**src/rtl/lcd_bus_monitor.sv**
```systemverilog
// Passive HD44780-style bus monitor: shadows the 2x16 DDRAM,
// decodes a HH:MM:SS clock on line 1 and an alarm banner on line 2.
//
// Ports:
//   CLK, RESETN        clock, async active-low reset
//   LCD_DATA/E/RS      observed LCD bus (synchronous to CLK)
//   RD_ADDR, RD_CHAR   combinational shadow-cell read port
//   H10..S1            decoded time digits (4'hF = not a digit)
//   TIME_VALID         line 1 holds a well-formed time
//   ALARM_DET          line 2 shows "TIME IS OVER"
//   CURSOR             current write position (0-15 line 1, 16-31 line 2)
//   ERR, RUNT          sticky: bad DDRAM address / short E pulse
module lcd_bus_monitor #(
   parameter int unsigned E_MIN_HIGH = 2
) (
   input  logic       CLK,
   input  logic       RESETN,
   input  logic [7:0] LCD_DATA,
   input  logic       LCD_E,
   input  logic       LCD_RS,
   input  logic [4:0] RD_ADDR,
   output logic [7:0] RD_CHAR,
   output logic [3:0] H10,
   output logic [3:0] H1,
   output logic [3:0] M10,
   output logic [3:0] M1,
   output logic [3:0] S10,
   output logic [3:0] S1,
   output logic       TIME_VALID,
   output logic       ALARM_DET,
   output logic [4:0] CURSOR,
   output logic       ERR,
   output logic       RUNT
);

   localparam logic [95:0] ALARM_MSG = "TIME IS OVER";

   logic [7:0]  d_q;
   logic        rs_q;
   logic        e_q;
   logic [15:0] hi_cnt;
   logic [7:0]  cells [32];
   logic [4:0]  cursor;
   logic        entry_inc;
   logic        err;
   logic        runt;

   logic        strobe;
   logic        short_pulse;
   logic        alarm;

   // Falling edge of E: act on the bus values of the last high cycle.
   assign strobe      = e_q & ~LCD_E;
   assign short_pulse = hi_cnt < 16'(E_MIN_HIGH);

   always_ff @(posedge CLK or negedge RESETN) begin
      if (!RESETN) begin
         d_q       <= '0;
         rs_q      <= 1'b0;
         e_q       <= 1'b0;
         hi_cnt    <= '0;
         cursor    <= '0;
         entry_inc <= 1'b1;
         err       <= 1'b0;
         runt      <= 1'b0;
         for (int i = 0; i < 32; i++) cells[i] <= 8'h20;
      end else begin
         d_q  <= LCD_DATA;
         rs_q <= LCD_RS;
         e_q  <= LCD_E;
         if (!LCD_E)
            hi_cnt <= '0;
         else if (hi_cnt != 16'hFFFF)
            hi_cnt <= hi_cnt + 16'd1;

         if (strobe) begin
            if (short_pulse) begin
               runt <= 1'b1;
            end else if (rs_q) begin
               cells[cursor] <= d_q;
               cursor <= entry_inc ? cursor + 5'd1 : cursor - 5'd1;
            end else begin
               unique case (1'b1)
                  d_q[7]: begin
                     if (d_q[6:4] == 3'b000)
                        cursor <= {1'b0, d_q[3:0]};
                     else if (d_q[6:4] == 3'b100)
                        cursor <= {1'b1, d_q[3:0]};
                     else
                        err <= 1'b1;
                  end
                  (d_q == 8'h01): begin
                     cursor    <= '0;
                     entry_inc <= 1'b1;
                     for (int i = 0; i < 32; i++) cells[i] <= 8'h20;
                  end
                  (d_q[7:1] == 7'h01): cursor <= '0;
                  (d_q[7:2] == 6'h01): entry_inc <= d_q[1];
                  default: ;
               endcase
            end
         end
      end
   end

   function automatic logic [3:0] dig(input logic [7:0] ch);
      if (ch >= 8'h30 && ch <= 8'h39) return ch[3:0];
      return 4'hF;
   endfunction

   always_comb begin
      alarm = 1'b1;
      for (int i = 0; i < 12; i++)
         if (cells[18+i] != ALARM_MSG[95-8*i -: 8]) alarm = 1'b0;
   end

   assign RD_CHAR = cells[RD_ADDR];
   assign H10 = dig(cells[2]);
   assign H1  = dig(cells[3]);
   assign M10 = dig(cells[7]);
   assign M1  = dig(cells[8]);
   assign S10 = dig(cells[12]);
   assign S1  = dig(cells[13]);

   assign TIME_VALID = (H10 != 4'hF) && (H1 != 4'hF) &&
                       (M10 != 4'hF) && (M1 != 4'hF) &&
                       (S10 != 4'hF) && (S1 != 4'hF) &&
                       (cells[5] == 8'h3A) && (cells[10] == 8'h3A);
   assign ALARM_DET  = alarm;
   assign CURSOR     = cursor;
   assign ERR        = err;
   assign RUNT       = runt;

endmodule

```
**config.mk**
```make
export PLATFORM = sky130hd
export DESIGN_NAME = lcd_bus_monitor
export DESIGN_NICKNAME = d
export VERILOG_FILES = /design/src/rtl/lcd_bus_monitor.sv
export SDC_FILE = /design/constraint.sdc
export NUM_CORES = 1
export LEC_CHECK = 0
export ABC_CLOCK_PERIOD_IN_PS = 2400
export CORE_UTILIZATION = 40
export DETAILED_ROUTE_END_ITERATION = 8
export GPL_TIMING_DRIVEN = 0
export SLEW_MARGIN = 30
export SYNTH_ARGS = -nofsm -noshare
export SYNTH_HDL_FRONTEND = slang
export SYNTH_SLANG_ARGS = --single-unit
```
**constraint.sdc**
```tcl
create_clock -name CLK -period 2.4 [get_ports CLK]
set_clock_uncertainty 0.15 [all_clocks]
set_input_delay 0.36 -clock CLK [delete_from_list [all_inputs] [get_ports CLK]]
set_output_delay 0.36 -clock CLK [all_outputs]
set_load 0.02 [all_outputs]
```
==> impl_metrics.xml, run 1 <==
<?xml version="1.0" encoding="UTF-8"?>
<metrics>
  <group name="finish">
    <metric name="regArea" unit="mm^2">0.007310</metric>
    <metric name="fillers" unit="">3124</metric>
    <metric name="area_growth_syn_to_layout" unit="%">25.90</metric>
    <metric name="multi_input_comb_area" unit="mm^2">0.007884</metric>
    <metric name="final_instance_area" unit="mm^2">0.01858</metric>
    <metric name="final_core_util" unit="%">51.72</metric>
    <metric name="nNetsFinal" unit="">1385</metric>
    <metric name="post_route_cells_drive_above_1_share" unit="%">36.74</metric>
  </group>
  <group name="timing">
    <metric name="tightest_slew" unit="ns">0.6705</metric>
    <metric name="timing.final.crit_share" unit="%">118.7</metric>
    <metric name="period_minus_slack" unit="ns">2.848</metric>
    <metric name="setup_viol_count_final" unit="">13</metric>
    <metric name="maxSlewHeadroom" unit="%">55.30</metric>
    <metric name="finalHoldViolations" unit="">0</metric>
    <metric name="grt_setup_unrepaired" unit="">true</metric>
    <metric name="timing.fmax" unit="GHz">0.3511</metric>
    <metric name="finalWorstSetupSlack" unit="ns">-0.4485</metric>
    <metric name="maxSlewViolCount" unit="">0</metric>
  </group>
  <group name="yosys">
    <metric name="synth.largest_area_cell" unit="">sky130_fd_sc_hd__dfrtp_1</metric>
    <metric name="syn_nets" unit="">1247</metric>
    <metric name="synth-async-reset-ratio" unit="%">100.0</metric>
    <metric name="ys_top_cells_by_count" unit="">257 x sky130_fd_sc_hd__dfrtp_1, 224 x sky130_fd_sc_hd__a22o_1, 91 x sky130_fd_sc_hd__nor2_1</metric>
    <metric name="synth.lib_cells_used.distinct" unit="">62</metric>
    <metric name="yosys_register_bits" unit="">290</metric>
    <metric name="post_synthesis_instance_area" unit="mm^2">0.01475</metric>
    <metric name="netlist_instances" unit="">1225</metric>
    <metric name="synth.avg_cell_area" unit="um^2">12.04</metric>
    <metric name="synth_seq_area_share" unit="%">49.47</metric>
    <metric name="yosysMostFrequentCell" unit="">sky130_fd_sc_hd__dfrtp_1</metric>
    <metric name="ys_dominant_reg_cell" unit="">sky130_fd_sc_hd__dfrtp_1</metric>
    <metric name="yosysWarningCount" unit="">0</metric>
    <metric name="synth_top_area_share" unit="%">43.59</metric>
    <metric name="synthTopCellsByArea" unit="">sky130_fd_sc_hd__dfrtp_1 44%, sky130_fd_sc_hd__a22o_1 13%, sky130_fd_sc_hd__mux4_2 8.5%</metric>
    <metric name="number_of_synthesized_flops_with_an_enable_pin" unit="">0</metric>
  </group>
  <group name="worst_setup_path">
    <metric name="worstSetupEndpoint" unit="">TIME_VALID</metric>
    <metric name="cp-startpoint" unit="">cells[189]</metric>
    <metric name="r2r_cells" unit="">7</metric>
    <metric name="worst-setup-path-type" unit="">flip-flop to output port</metric>
    <metric name="critical_path_arrival" unit="ns">2.34</metric>
    <metric name="critical-path-slowest-cell" unit="">sky130_fd_sc_hd__or4_4</metric>
    <metric name="cpPeakStageDelay" unit="ns">0.57</metric>
    <metric name="crit_chain" unit="">nand2_2 &gt; nor3_4 &gt; nand2_2 &gt; or4_4 &gt; nor4_4 &gt; buf_4</metric>
    <metric name="r2r_setup_slack" unit="ns">0.02</metric>
    <metric name="crit_path_start_kind" unit="">flip-flop</metric>
    <metric name="setup.worst_path.end_class" unit="">output port</metric>
    <metric name="cp_max_fo" unit="">4</metric>
    <metric name="r2r_start" unit="">d_q[4]</metric>
    <metric name="critPathMostFrequentCell" unit="">sky130_fd_sc_hd__nand2_2</metric>
    <metric name="critical_path_required" unit="ns">1.89</metric>
    <metric name="rr_endpoint" unit="">cells[247]</metric>
  </group>
  <group name="route">
    <metric name="routed_wire_length_per_instance" unit="um">26.50</metric>
    <metric name="post-route-drc-count" unit="">0</metric>
    <metric name="dr.pass1.iters" unit="">7</metric>
    <metric name="detailroute.via_count" unit="">11727</metric>
    <metric name="drt_iter0_markers" unit="">979</metric>
    <metric name="wirelength" unit="mm">49.03</metric>
    <metric name="routed_via_density" unit="">6.339</metric>
    <metric name="ant_nets" unit="">0</metric>
  </group>
  <group name="hold_path">
    <metric name="timing.hold.worst.class" unit="">primary input to flip-flop</metric>
  </group>
  <group name="power">
    <metric name="intPower" unit="W">0.009767</metric>
    <metric name="sequentialPowerShare" unit="%">41.7</metric>
    <metric name="max-vdd-ir-drop" unit="mV">0.4848</metric>
    <metric name="power.static_leakage" unit="nW">8.168</metric>
    <metric name="combPwrFrac" unit="%">22.1</metric>
    <metric name="clock_power_share" unit="%">36.2</metric>
    <metric name="sw_frac_of_total" unit="%">31.60</metric>
    <metric name="power_per_cell_area" unit="mW/mm^2">768.8</metric>
    <metric name="power.switching" unit="W">0.004513</metric>
    <metric name="total_power" unit="W">0.01428</metric>
  </group>
  <group name="cts">
    <metric name="cts.htree.levels" unit="">2</metric>
    <metric name="ctsRootBufferMaster" unit="">sky130_fd_sc_hd__clkbuf_16</metric>
    <metric name="clockBufferDepth" unit="">3</metric>
    <metric name="clkTransAtPathRegs" unit="ns">0.06</metric>
    <metric name="numClockSinks" unit="">290</metric>
    <metric name="tritoncts" unit="">built</metric>
    <metric name="worst_skew_pair.late_latency" unit="ns">0.54</metric>
    <metric name="number_of_clock_buffers_inserted_by_tritoncts" unit="">35</metric>
  </group>
  <group name="global_route">
    <metric name="first_global_vias" unit="">11721</metric>
    <metric name="number_of_antenna_violations_at_the_first_check_in_global_routing" unit="">1</metric>
    <metric name="global_route_wire_length_before_repair" unit="mm">74.34</metric>
    <metric name="global_route_congestion_overflow_total" unit="">0</metric>
    <metric name="pin_count_of_the_biggest_net_entering_global_routing" unit="">89</metric>
    <metric name="tot_gr_track_use" unit="%">26.09</metric>
  </group>
  <group name="floorplan">
    <metric name="core-area" unit="mm^2">0.03591</metric>
    <metric name="die_height" unit="um">194.1</metric>
    <metric name="die-width" unit="um">194.1</metric>
    <metric name="floorplan.die_area" unit="mm^2">0.03766</metric>
    <metric name="initial_core_util" unit="%">41.08</metric>
    <metric name="floorplan.rows" unit="">69</metric>
    <metric name="ios" unit="">58</metric>
  </group>
  <group name="placement">
    <metric name="buffer_ports.inserted" unit="">55</metric>
    <metric name="dp_hpwl" unit="mm">33.01</metric>
    <metric name="gp_congestion" unit="">0.9191</metric>
    <metric name="dpl-instance-area" unit="mm^2">0.01602</metric>
    <metric name="dp_worst_setup_slack" unit="ns">-1.433</metric>
  </group>
  <group name="job">
    <metric name="drv.max_cap_violation_count" unit="">0</metric>
  </group>
  <group name="status">
    <metric name="failed_checks" unit="">setup timing</metric>
    <metric name="status" unit="">complete, but fails checks</metric>
  </group>
</metrics>
## power groups by stage
stage / sequential [W] / combinational (W) / clock, W
final: 0.00596 / 0.00315 / 0.00517
after global routing: 0.00600 / 0.00334 / 0.00542
after CTS: 0.00593 / 0.00298 / 0.00524
after detailed placement: 0.00596 / 0.00270 / 0
after global placement: 0.00598 / 0.00265 / 0
after floorplan: 0.00580 / 0.00179 / 0
## sequential cells by signal, indices dropped and copies added (netlist names), 5 cells and up
name    flops
CURSOR      5
hi_cnt     16
cells     256
d_q         8
## layout by cell type (no fill, tap or decap), types with 7 or more instances in the layout
cell / count
sky130_fd_sc_hd__a2bb2oi_1: 32
sky130_fd_sc_hd__clkbuf_2: 10
sky130_fd_sc_hd__clkbuf_16: 35
sky130_fd_sc_hd__dfrtp_1: 248
sky130_fd_sc_hd__nand2_2: 7
sky130_fd_sc_hd__dfstp_2: 33
sky130_fd_sc_hd__a22o_1: 224
sky130_fd_sc_hd__mux2_2: 16
sky130_fd_sc_hd__nand3_1: 12
sky130_fd_sc_hd__buf_12: 10
sky130_fd_sc_hd__nand4_1: 15
sky130_fd_sc_hd__xnor2_1: 11
sky130_fd_sc_hd__clkbuf_8: 9
sky130_fd_sc_hd__o22ai_1: 38
sky130_fd_sc_hd__clkbuf_1: 42
sky130_fd_sc_hd__clkdlybuf4s50_1: 18
sky130_fd_sc_hd__a22oi_2: 11
sky130_fd_sc_hd__nand2_1: 58
sky130_fd_sc_hd__buf_6: 34
sky130_fd_sc_hd__buf_2: 16
sky130_fd_sc_hd__buf_4: 54
sky130_fd_sc_hd__a21oi_1: 11
sky130_fd_sc_hd__nand2_8: 9
sky130_fd_sc_hd__nor2_2: 13
sky130_fd_sc_hd__or2_4: 8
sky130_fd_sc_hd__o21ai_0: 11
sky130_fd_sc_hd__dfrtp_2: 9
sky130_fd_sc_hd__nor3_1: 8
sky130_fd_sc_hd__o22ai_2: 8
sky130_fd_sc_hd__mux4_2: 56
sky130_fd_sc_hd__a211oi_2: 8
sky130_fd_sc_hd__nor2_4: 22
sky130_fd_sc_hd__nand2_4: 57
sky130_fd_sc_hd__nor2_1: 56
sky130_fd_sc_hd__or2_2: 12
## through the flow
step	instances	hold slack (ns)	setup TNS, ns
floorplan	1225	-0.08559	0
global placement	1741	0.3055	-3509.33
detailed placement	1744	0.1949	-212.48
CTS	1848	0.09434	-6.908
global route	1849	0.1099	-3.975
finish	1850	0.1113	-2.408
## worst min-delay path by stage
stage          slack, ns        end        start  cells after the start
4_1_cts             0.09     d_q[2]  LCD_DATA[2]                      1
5_1_grt             0.11     d_q[3]  LCD_DATA[3]                      1
3_3_place_gp        0.31       RUNT         RUNT                      1
2_1_floorplan      -0.09  CURSOR[0]       RESETN                      0
6_report            0.11     d_q[4]  LCD_DATA[4]                      1
3_5_place_dp        0.19  cells[41]       RESETN                      1
## layout make-up
cell class,instances,share of cell area (%)
Multi-Input combinational cell,839,42.44
Buffer,73,2.715
Tap cell,461,3.105
Clock buffer,49,5.321
Clock inverter,13,0.6062
Antenna cell,1,0.01347
Inverter,4,0.1010
Sequential cell,290,39.35
Timing Repair Buffer,120,6.345
## logic make-up (layout without fill, tap and decap cells)
family,Yosys count,count (layout),share of synthesized area (%)
buf+inv,96,259,3.206
compound gates,382,382,20.73
flops,290,290,49.47
other cells,0,1,0
simple gates,364,364,15.37
mux,75,75,9.981
xor+xnor,13,13,0.7717
fa+ha+maj,5,5,0.4749
## layer usage
layer  part of all wire (%)  up-vias  global-route usage (%)
met2                     46      529                   39.58
met4                    3.2        0                   9.436
met5                      0        -                  0.6386
met3                    8.4       86                   6.123
li1                       -     5041                       -
met1                     43     6071                   36.36
## worst max-delay path: cells and delay by family (launching register included)
kind,cells,cell delay [ns]
buffers and inverters,1,0.18
DFF,1,0.56
and+or+nand+nor,5,1.07
## repair_timing
| action | 4_1_cts | 5_1_grt |
|---|---|---|
| endpoints found under the hold margin | 56 | 0 |
| setup buffers | 50 | 11 |
| setup endpoints to repair | 290 | 247 |
| gates cloned | 3 | 0 |
| gates resized for setup | 336 | 97 |
| pin swaps | 39 | 24 |
| hold buffers | 1 | 0 |
Power figures use the tool's default switching activity.
==> run 2: changes to the inputs <==
- CORE_MARGIN: default -> 2
- CTS_CLUSTER_SIZE: default -> 20
==> run 2 against run 1 <==
Against the previous run: the flow still finishes with violations (setup timing); critical path type unchanged; utilization down 0.86 points; first-iteration DRC count grew 15%; global-route usage down 0.14 points; hold slack improved by 0.0019 ns; largest power group unchanged; register-to-register slack lost 0.03 ns; sequential power is essentially flat.
==> impl_metrics.xml, run 2 (synthesized netlist as in run 1, its figures left out) <==
<?xml version="1.0" encoding="UTF-8"?>
<metrics>
  <group name="finish">
    <metric name="top_flop_regs" unit="">cells (256), hi_cnt (16), d_q (8)</metric>
    <metric name="final_core_util" unit="%">50.87</metric>
    <metric name="register_with_the_most_flip_flops" unit="">cells</metric>
    <metric name="post_route_cells_drive_above_1_share" unit="%">36.50</metric>
    <metric name="area_growth_syn_to_layout" unit="%">25.61</metric>
    <metric name="largest_register_ffs" unit="">256</metric>
    <metric name="antenna_diode_count" unit="">0</metric>
    <metric name="layout.cells.most_common_list" unit="">246 x sky130_fd_sc_hd__dfrtp_1, 224 x sky130_fd_sc_hd__a22o_1, 59 x sky130_fd_sc_hd__nand2_1</metric>
    <metric name="layout_commonest_cell" unit="">sky130_fd_sc_hd__dfrtp_1</metric>
    <metric name="final_instance_area" unit="mm^2">0.01853</metric>
    <metric name="nNetsFinal" unit="">1385</metric>
  </group>
  <group name="floorplan">
    <metric name="initial_core_util" unit="%">40.49</metric>
    <metric name="die_height" unit="um">196.1</metric>
    <metric name="die-width" unit="um">196.1</metric>
    <metric name="core-area" unit="mm^2">0.03643</metric>
    <metric name="floorplan.rows" unit="">70</metric>
    <metric name="floorplan.die_area" unit="mm^2">0.03844</metric>
    <metric name="ios" unit="">58</metric>
  </group>
  <group name="global_route">
    <metric name="global_route_congestion_overflow_total" unit="">0</metric>
    <metric name="global_route_wire_length_before_repair" unit="mm">75.56</metric>
    <metric name="number_of_antenna_violations_at_the_first_check_in_global_routing" unit="">0</metric>
    <metric name="pin_count_of_the_biggest_net_entering_global_routing" unit="">83</metric>
    <metric name="tot_gr_track_use" unit="%">25.96</metric>
    <metric name="first_global_vias" unit="">11741</metric>
  </group>
  <group name="cts">
    <metric name="clockBufferDepth" unit="">3</metric>
    <metric name="clkTransAtPathRegs" unit="ns">0.06</metric>
    <metric name="tritoncts" unit="">built</metric>
    <metric name="number_of_clock_buffers_inserted_by_tritoncts" unit="">35</metric>
    <metric name="cts.htree.levels" unit="">2</metric>
    <metric name="numClockSinks" unit="">290</metric>
    <metric name="worst_skew_pair.late_latency" unit="ns">0.54</metric>
    <metric name="ctsRootBufferMaster" unit="">sky130_fd_sc_hd__clkbuf_16</metric>
  </group>
  <group name="power">
    <metric name="total_power" unit="W">0.01427</metric>
    <metric name="power_per_cell_area" unit="mW/mm^2">770.0</metric>
    <metric name="max-vdd-ir-drop" unit="mV">0.3789</metric>
    <metric name="power.static_leakage" unit="nW">8.055</metric>
  </group>
  <group name="route">
    <metric name="detailroute.via_count" unit="">11807</metric>
    <metric name="post-route-drc-count" unit="">0</metric>
    <metric name="routed_wire_length_per_instance" unit="um">26.83</metric>
    <metric name="ant_nets" unit="">0</metric>
    <metric name="wirelength" unit="mm">49.60</metric>
    <metric name="drt_iter0_markers" unit="">1126</metric>
    <metric name="routed_via_density" unit="">6.386</metric>
    <metric name="dr.pass1.iters" unit="">5</metric>
  </group>
  <group name="hold_path">
    <metric name="timing.hold.worst.class" unit="">primary input to flip-flop</metric>
    <metric name="worst_hold_path.num_cells" unit="">1</metric>
  </group>
  <group name="worst_setup_path">
    <metric name="cpPeakStageDelay" unit="ns">0.52</metric>
    <metric name="critical_path.top_delay_family" unit="">simple AND/OR/NAND/NOR gates</metric>
    <metric name="critical_path_required" unit="ns">1.89</metric>
    <metric name="critical-path-slowest-cell" unit="">sky130_fd_sc_hd__or4_4</metric>
    <metric name="crit_buf_inv" unit="">1</metric>
    <metric name="crit_path_start_kind" unit="">flip-flop</metric>
    <metric name="setup.worst_path.end_class" unit="">output port</metric>
    <metric name="r2r_cells" unit="">7</metric>
    <metric name="crit_chain" unit="">nor4_2 &gt; nand4_1 &gt; or4_4 &gt; nor3_4 &gt; buf_6</metric>
    <metric name="cp_max_fo" unit="">3</metric>
    <metric name="critical_path_arrival" unit="ns">2.34</metric>
    <metric name="worst-setup-path-type" unit="">flip-flop to output port</metric>
    <metric name="worst-path-stages" unit="">5</metric>
  </group>
  <group name="job">
    <metric name="drv.max_cap_violation_count" unit="">0</metric>
  </group>
  <group name="timing">
    <metric name="maxSlewHeadroom" unit="%">52.98</metric>
    <metric name="maxSlewViolCount" unit="">0</metric>
    <metric name="timing.final.crit_share" unit="%">118.8</metric>
    <metric name="finalWorstSetupSlack" unit="ns">-0.4504</metric>
    <metric name="grt_setup_unrepaired" unit="">true</metric>
    <metric name="setup_viol_count_final" unit="">18</metric>
    <metric name="timing.fmax" unit="GHz">0.3508</metric>
    <metric name="period_minus_slack" unit="ns">2.850</metric>
    <metric name="finalHoldViolations" unit="">0</metric>
    <metric name="tightest_slew" unit="ns">0.7054</metric>
  </group>
  <group name="placement">
    <metric name="dp_hpwl" unit="mm">33.44</metric>
    <metric name="gp_congestion" unit="">0.8527</metric>
    <metric name="buffer_ports.inserted" unit="">55</metric>
    <metric name="dpl-instance-area" unit="mm^2">0.01605</metric>
  </group>
  <group name="status">
    <metric name="status" unit="">complete, but fails checks</metric>
    <metric name="failed_checks" unit="">setup timing</metric>
  </group>
</metrics>
run 2: cell types whose count changed in the layout (fill, tap and decap cells not counted), sizes merged:
| cell | previous run | this run |
|---|---|---|
| buf | 120 | 116 |
| clkinv | 6 | 2 |
| inv | 8 | 6 |
| dlymetal6s2s | 0 | 1 |
| clkbuf | 97 | 99 |
| clkinvlp | 2 | 1 |
| dlygate4sd2 | 3 | 4 |
| diode | 1 | 0 |
run 2: layer usage:
layer	wire length [um]	share of wire [%]	track usage, %
met5	0	0	0
met4	1664	3.4	9.343
met3	3580	7.2	4.745
met2	22960	46	39.95
met1	21400	43	36.86
run 2: timing repair:
action,4_1_cts,5_1_grt
cloned,2,0
gates resized for setup,331,102
hold endpoints to repair,124,0
setup buffers,44,21
hold buffers,1,0
pin swaps,43,32
endpoints found under the setup margin,289,287
run 2: power by group:
| part | leakage (nW) | internal, W | total (W) | switching, W |
|---|---|---|---|---|
| logic | 3.67 | 0.00135 | 0.00314 | 0.00179 |
| registers | 3.85 | 0.00541 | 0.00597 | 0.000558 |
| clock network | 0.537 | 0.00305 | 0.00516 | 0.00211 |
| total | 8.05 | 0.00981 | 0.0143 | 0.00446 |
run 2: path summary, 6_finish.rpt:
kind,slack [ns],endpoint,startpoint
max,-0.45,ALARM_DET,cells[105]
min,0.11,d_q[7],LCD_DATA[7]
max reg2reg,-0.01,CURSOR[4],entry_inc
min reg2reg,0.34,cells[11],cells[11]
max in group asynchronous,0.54,cells[192],RESETN
min in group asynchronous,0.19,cells[55],RESETN
run 2: final cells by class:
type | count | area (um^2)
sequential | 290 | 7312
timing repair buffer | 121 | 1160
clock inverter | 6 | 66.31
tap | 468 | 585.6
multi-input combinational | 839 | 7908
buffer | 72 | 464.2
clock buffer | 49 | 1018
fill | 3152 | 17900
inverter | 4 | 18.77
run 2: stage by stage:
step	setup slack (ns)	cells	TNS, ns	hold WS [ns]
global route	-0.5167	1849	-3.705	0.1137
finish	-0.4504	1849	-2.974	0.1132
detailed placement	-1.488	1752	-209.86	0.1394
CTS	-0.4779	1840	-5.636	0.1007
global placement	-11.96	1748	-3539.97	0.3285
floorplan	0.02706	1225	0	-0.08559
==> run 3: changes to the inputs <==
- HOLD_SLACK_MARGIN: default -> 0.15
- PLACE_DENSITY_LB_ADDON: default -> 0.12
==> run 3 against run 2 <==
Against the previous run: hold slack better by 0.073 ns; worst setup slack got worse by 0.098 ns; the flow still finishes with violations (setup timing); non-clock buffer count increased by 10; routed wire length up 2.3%; maximum frequency fell by 3.3%; combinational power rose by 2%; utilization is 1.3 points higher; critical endpoint is now TIME_VALID; die area unchanged; register-to-register slack got worse by 0.02 ns; global-route usage is 0.81 points higher; highest routed layer unchanged; sequential share of layout area down 1.0 points; first-iteration DRC count shrank 24%.
==> impl_metrics.xml, run 3 (synthesized netlist as in run 1, its figures left out) <==
<?xml version="1.0" encoding="UTF-8"?>
<metrics>
  <group name="status">
    <metric name="status" unit="">complete, but fails checks</metric>
    <metric name="failed_checks" unit="">setup timing</metric>
  </group>
  <group name="finish">
    <metric name="top_flop_regs" unit="">cells (256), hi_cnt (16), d_q (8)</metric>
    <metric name="register_with_the_most_flip_flops" unit="">cells</metric>
    <metric name="area_growth_syn_to_layout" unit="%">28.94</metric>
    <metric name="layout.cells.most_common_list" unit="">248 x sky130_fd_sc_hd__dfrtp_1, 224 x sky130_fd_sc_hd__a22o_1, 58 x sky130_fd_sc_hd__nand2_1</metric>
    <metric name="regArea" unit="mm^2">0.007310</metric>
    <metric name="final_instance_area" unit="mm^2">0.01902</metric>
    <metric name="antenna_diode_count" unit="">0</metric>
    <metric name="largest_register_ffs" unit="">256</metric>
    <metric name="fillers" unit="">3163</metric>
    <metric name="multi_input_comb_area" unit="mm^2">0.008079</metric>
    <metric name="layout_commonest_cell" unit="">sky130_fd_sc_hd__dfrtp_1</metric>
    <metric name="post_route_cells_drive_above_1_share" unit="%">37.07</metric>
    <metric name="nNetsFinal" unit="">1396</metric>
  </group>
  <group name="floorplan">
    <metric name="core-area" unit="mm^2">0.03643</metric>
    <metric name="floorplan.rows" unit="">70</metric>
    <metric name="floorplan.die_area" unit="mm^2">0.03844</metric>
    <metric name="initial_core_util" unit="%">40.49</metric>
    <metric name="die-width" unit="um">196.1</metric>
    <metric name="ios" unit="">58</metric>
    <metric name="die_height" unit="um">196.1</metric>
  </group>
  <group name="placement">
    <metric name="buffer_ports.inserted" unit="">55</metric>
    <metric name="dp_hpwl" unit="mm">34.62</metric>
    <metric name="dpl-instance-area" unit="mm^2">0.01605</metric>
    <metric name="gp_congestion" unit="">0.8391</metric>
  </group>
  <group name="route">
    <metric name="drt_iter0_markers" unit="">856</metric>
    <metric name="ant_nets" unit="">0</metric>
    <metric name="routed_via_density" unit="">6.247</metric>
    <metric name="wl_met2" unit="mm">23.07</metric>
    <metric name="topRoutingLayerUsed" unit="">met4</metric>
    <metric name="wirelength" unit="mm">50.72</metric>
    <metric name="dr_wl_met3" unit="mm">3.414</metric>
    <metric name="routed_wire_length_per_instance" unit="um">27.15</metric>
    <metric name="dr.pass1.iters" unit="">5</metric>
    <metric name="routedLengthMet1" unit="mm">22.54</metric>
    <metric name="post-route-drc-count" unit="">0</metric>
    <metric name="detailroute.via_count" unit="">11669</metric>
  </group>
  <group name="worst_setup_path">
    <metric name="critPathMostFrequentCell" unit="">sky130_fd_sc_hd__nand2_2</metric>
    <metric name="cp_max_fo" unit="">2</metric>
    <metric name="crit_chain" unit="">nand2_2 &gt; nor3_4 &gt; nand2_2 &gt; or4_4 &gt; nor4_4 &gt; buf_4</metric>
    <metric name="setup.worst_path.end_class" unit="">output port</metric>
    <metric name="critical_path_arrival" unit="ns">2.44</metric>
    <metric name="critical-path-slowest-cell" unit="">sky130_fd_sc_hd__dfstp_2</metric>
    <metric name="crit_path_start_kind" unit="">flip-flop</metric>
    <metric name="r2r_cells" unit="">8</metric>
    <metric name="worst-path-stages" unit="">6</metric>
    <metric name="critical_path_required" unit="ns">1.89</metric>
    <metric name="crit_buf_inv" unit="">1</metric>
    <metric name="worst-setup-path-type" unit="">flip-flop to output port</metric>
    <metric name="critical_path.top_delay_family" unit="">simple AND/OR/NAND/NOR gates</metric>
    <metric name="cpPeakStageDelay" unit="ns">0.60</metric>
  </group>
  <group name="timing">
    <metric name="period_minus_slack" unit="ns">2.949</metric>
    <metric name="timing.final.crit_share" unit="%">122.9</metric>
    <metric name="timing.fmax" unit="GHz">0.3391</metric>
    <metric name="grt_setup_unrepaired" unit="">true</metric>
    <metric name="finalWorstSetupSlack" unit="ns">-0.5488</metric>
    <metric name="maxSlewViolCount" unit="">0</metric>
    <metric name="finalHoldViolations" unit="">0</metric>
    <metric name="setup_viol_count_final" unit="">94</metric>
    <metric name="tightest_slew" unit="ns">0.6966</metric>
    <metric name="maxSlewHeadroom" unit="%">53.56</metric>
    <metric name="timing.hold.ws" unit="ns">0.1863</metric>
  </group>
  <group name="power">
    <metric name="max-vdd-ir-drop" unit="mV">0.4623</metric>
    <metric name="power.static_leakage" unit="nW">8.108</metric>
    <metric name="power_per_cell_area" unit="mW/mm^2">767.7</metric>
  </group>
  <group name="hold_path">
    <metric name="timing.hold.worst.class" unit="">primary input to asynchronous set/reset pin</metric>
  </group>
  <group name="job">
    <metric name="drv.max_cap_violation_count" unit="">0</metric>
  </group>
  <group name="cts">
    <metric name="ctsRootBufferMaster" unit="">sky130_fd_sc_hd__clkbuf_16</metric>
    <metric name="cts.htree.levels" unit="">2</metric>
    <metric name="clockBufferDepth" unit="">3</metric>
    <metric name="worst_skew_pair.late_latency" unit="ns">0.53</metric>
    <metric name="number_of_clock_buffers_inserted_by_tritoncts" unit="">36</metric>
    <metric name="tritoncts" unit="">built</metric>
    <metric name="clkTransAtPathRegs" unit="ns">0.06</metric>
    <metric name="numClockSinks" unit="">290</metric>
  </group>
  <group name="global_route">
    <metric name="number_of_antenna_violations_at_the_first_check_in_global_routing" unit="">0</metric>
    <metric name="global_route_wire_length_before_repair" unit="mm">76.73</metric>
    <metric name="first_global_vias" unit="">11756</metric>
    <metric name="global_route_congestion_overflow_total" unit="">0</metric>
    <metric name="pin_count_of_the_biggest_net_entering_global_routing" unit="">73</metric>
    <metric name="tot_gr_track_use" unit="%">26.77</metric>
  </group>
</metrics>
[run 3: worst paths after layout]
| kind | slack (ns) | start | end |
|---|---|---|---|
| setup / recovery | -0.55 | cells[157] | TIME_VALID |
| hold reg to reg | 0.33 | ERR | ERR |
| max in group asynchronous | 0.45 | RESETN | cells[213] |
| setup reg to reg | -0.03 | d_q[3] | cells[137] |
| min in group CLK | 0.33 | ERR | ERR |
| hold / removal | 0.19 | RESETN | cells[40] |
[run 3: worst reg2reg max path: stages (launching register included)]
cell and delay [ns]:
sky130_fd_sc_hd__dfrtp_1 0.38, sky130_fd_sc_hd__buf_8 0.13, sky130_fd_sc_hd__or3_4 0.39, sky130_fd_sc_hd__or4_4 0.54, sky130_fd_sc_hd__buf_12 0.18, sky130_fd_sc_hd__clkbuf_16 0.18, sky130_fd_sc_hd__nand2_4 0.07, sky130_fd_sc_hd__nand2_4 0.08
sky130_fd_sc_hd__a22o_1 0.21
[run 3: metrics by stage]
| stage | utilization (%) | setup WS, ns | TNS, ns | instances | total power, W |
|---|---|---|---|---|---|
| 2_1_floorplan | - | 0.02706 | 0 | 1225 | 0.007598 |
| 3_3_place_gp | 43.74 | -12.21 | -3625.91 | 1748 | 0.008660 |
| 3_5_place_dp | 44.06 | -1.416 | -232.90 | 1752 | 0.008711 |
| 4_1_cts | 50.05 | -0.5566 | -3.487 | 1853 | 0.01444 |
| 5_1_grt | 52.22 | -0.5956 | -14.57 | 1868 | 0.01514 |
| 6_report | 52.22 | -0.5488 | -4.045 | 1868 | 0.01461 |
[run 3: metal layers]
metal / track usage, % / vias to the layer above
met2: 40.44 / 430
met5: 0 / -
met4: 9.175 / 0
li1: - / 5072
met1: 38.47 / 6080
met3: 5.467 / 87
[run 3: power breakdown]
part           switching (W)  internal, W  leakage (nW)
sequential          0.000558      0.00541          3.85
clock                0.00217      0.00326         0.591
combinational        0.00178      0.00142          3.66
total                0.00451       0.0101          8.11
[run 3: repair_timing]
action / in CTS / in global routing
pin swaps: 37 / 31
cloned: 0 / 3
buffers inserted: 38 / 16
resized for setup: 336 / 124
hold buffers: 10 / 0
hold endpoints to repair: 164 / 0
endpoints found under the setup margin: 289 / 289
[run 3: area by class of cell]
cell class | instances | share of cell area (%)
repair buffers | 126 | 6.518
multi-input cells | 839 | 42.47
well taps | 468 | 3.078
clock inverters | 10 | 0.3946
clock buffers | 54 | 5.781
inverters | 4 | 0.09865
plain buffers | 77 | 3.242
flip-flops and latches | 290 | 38.42
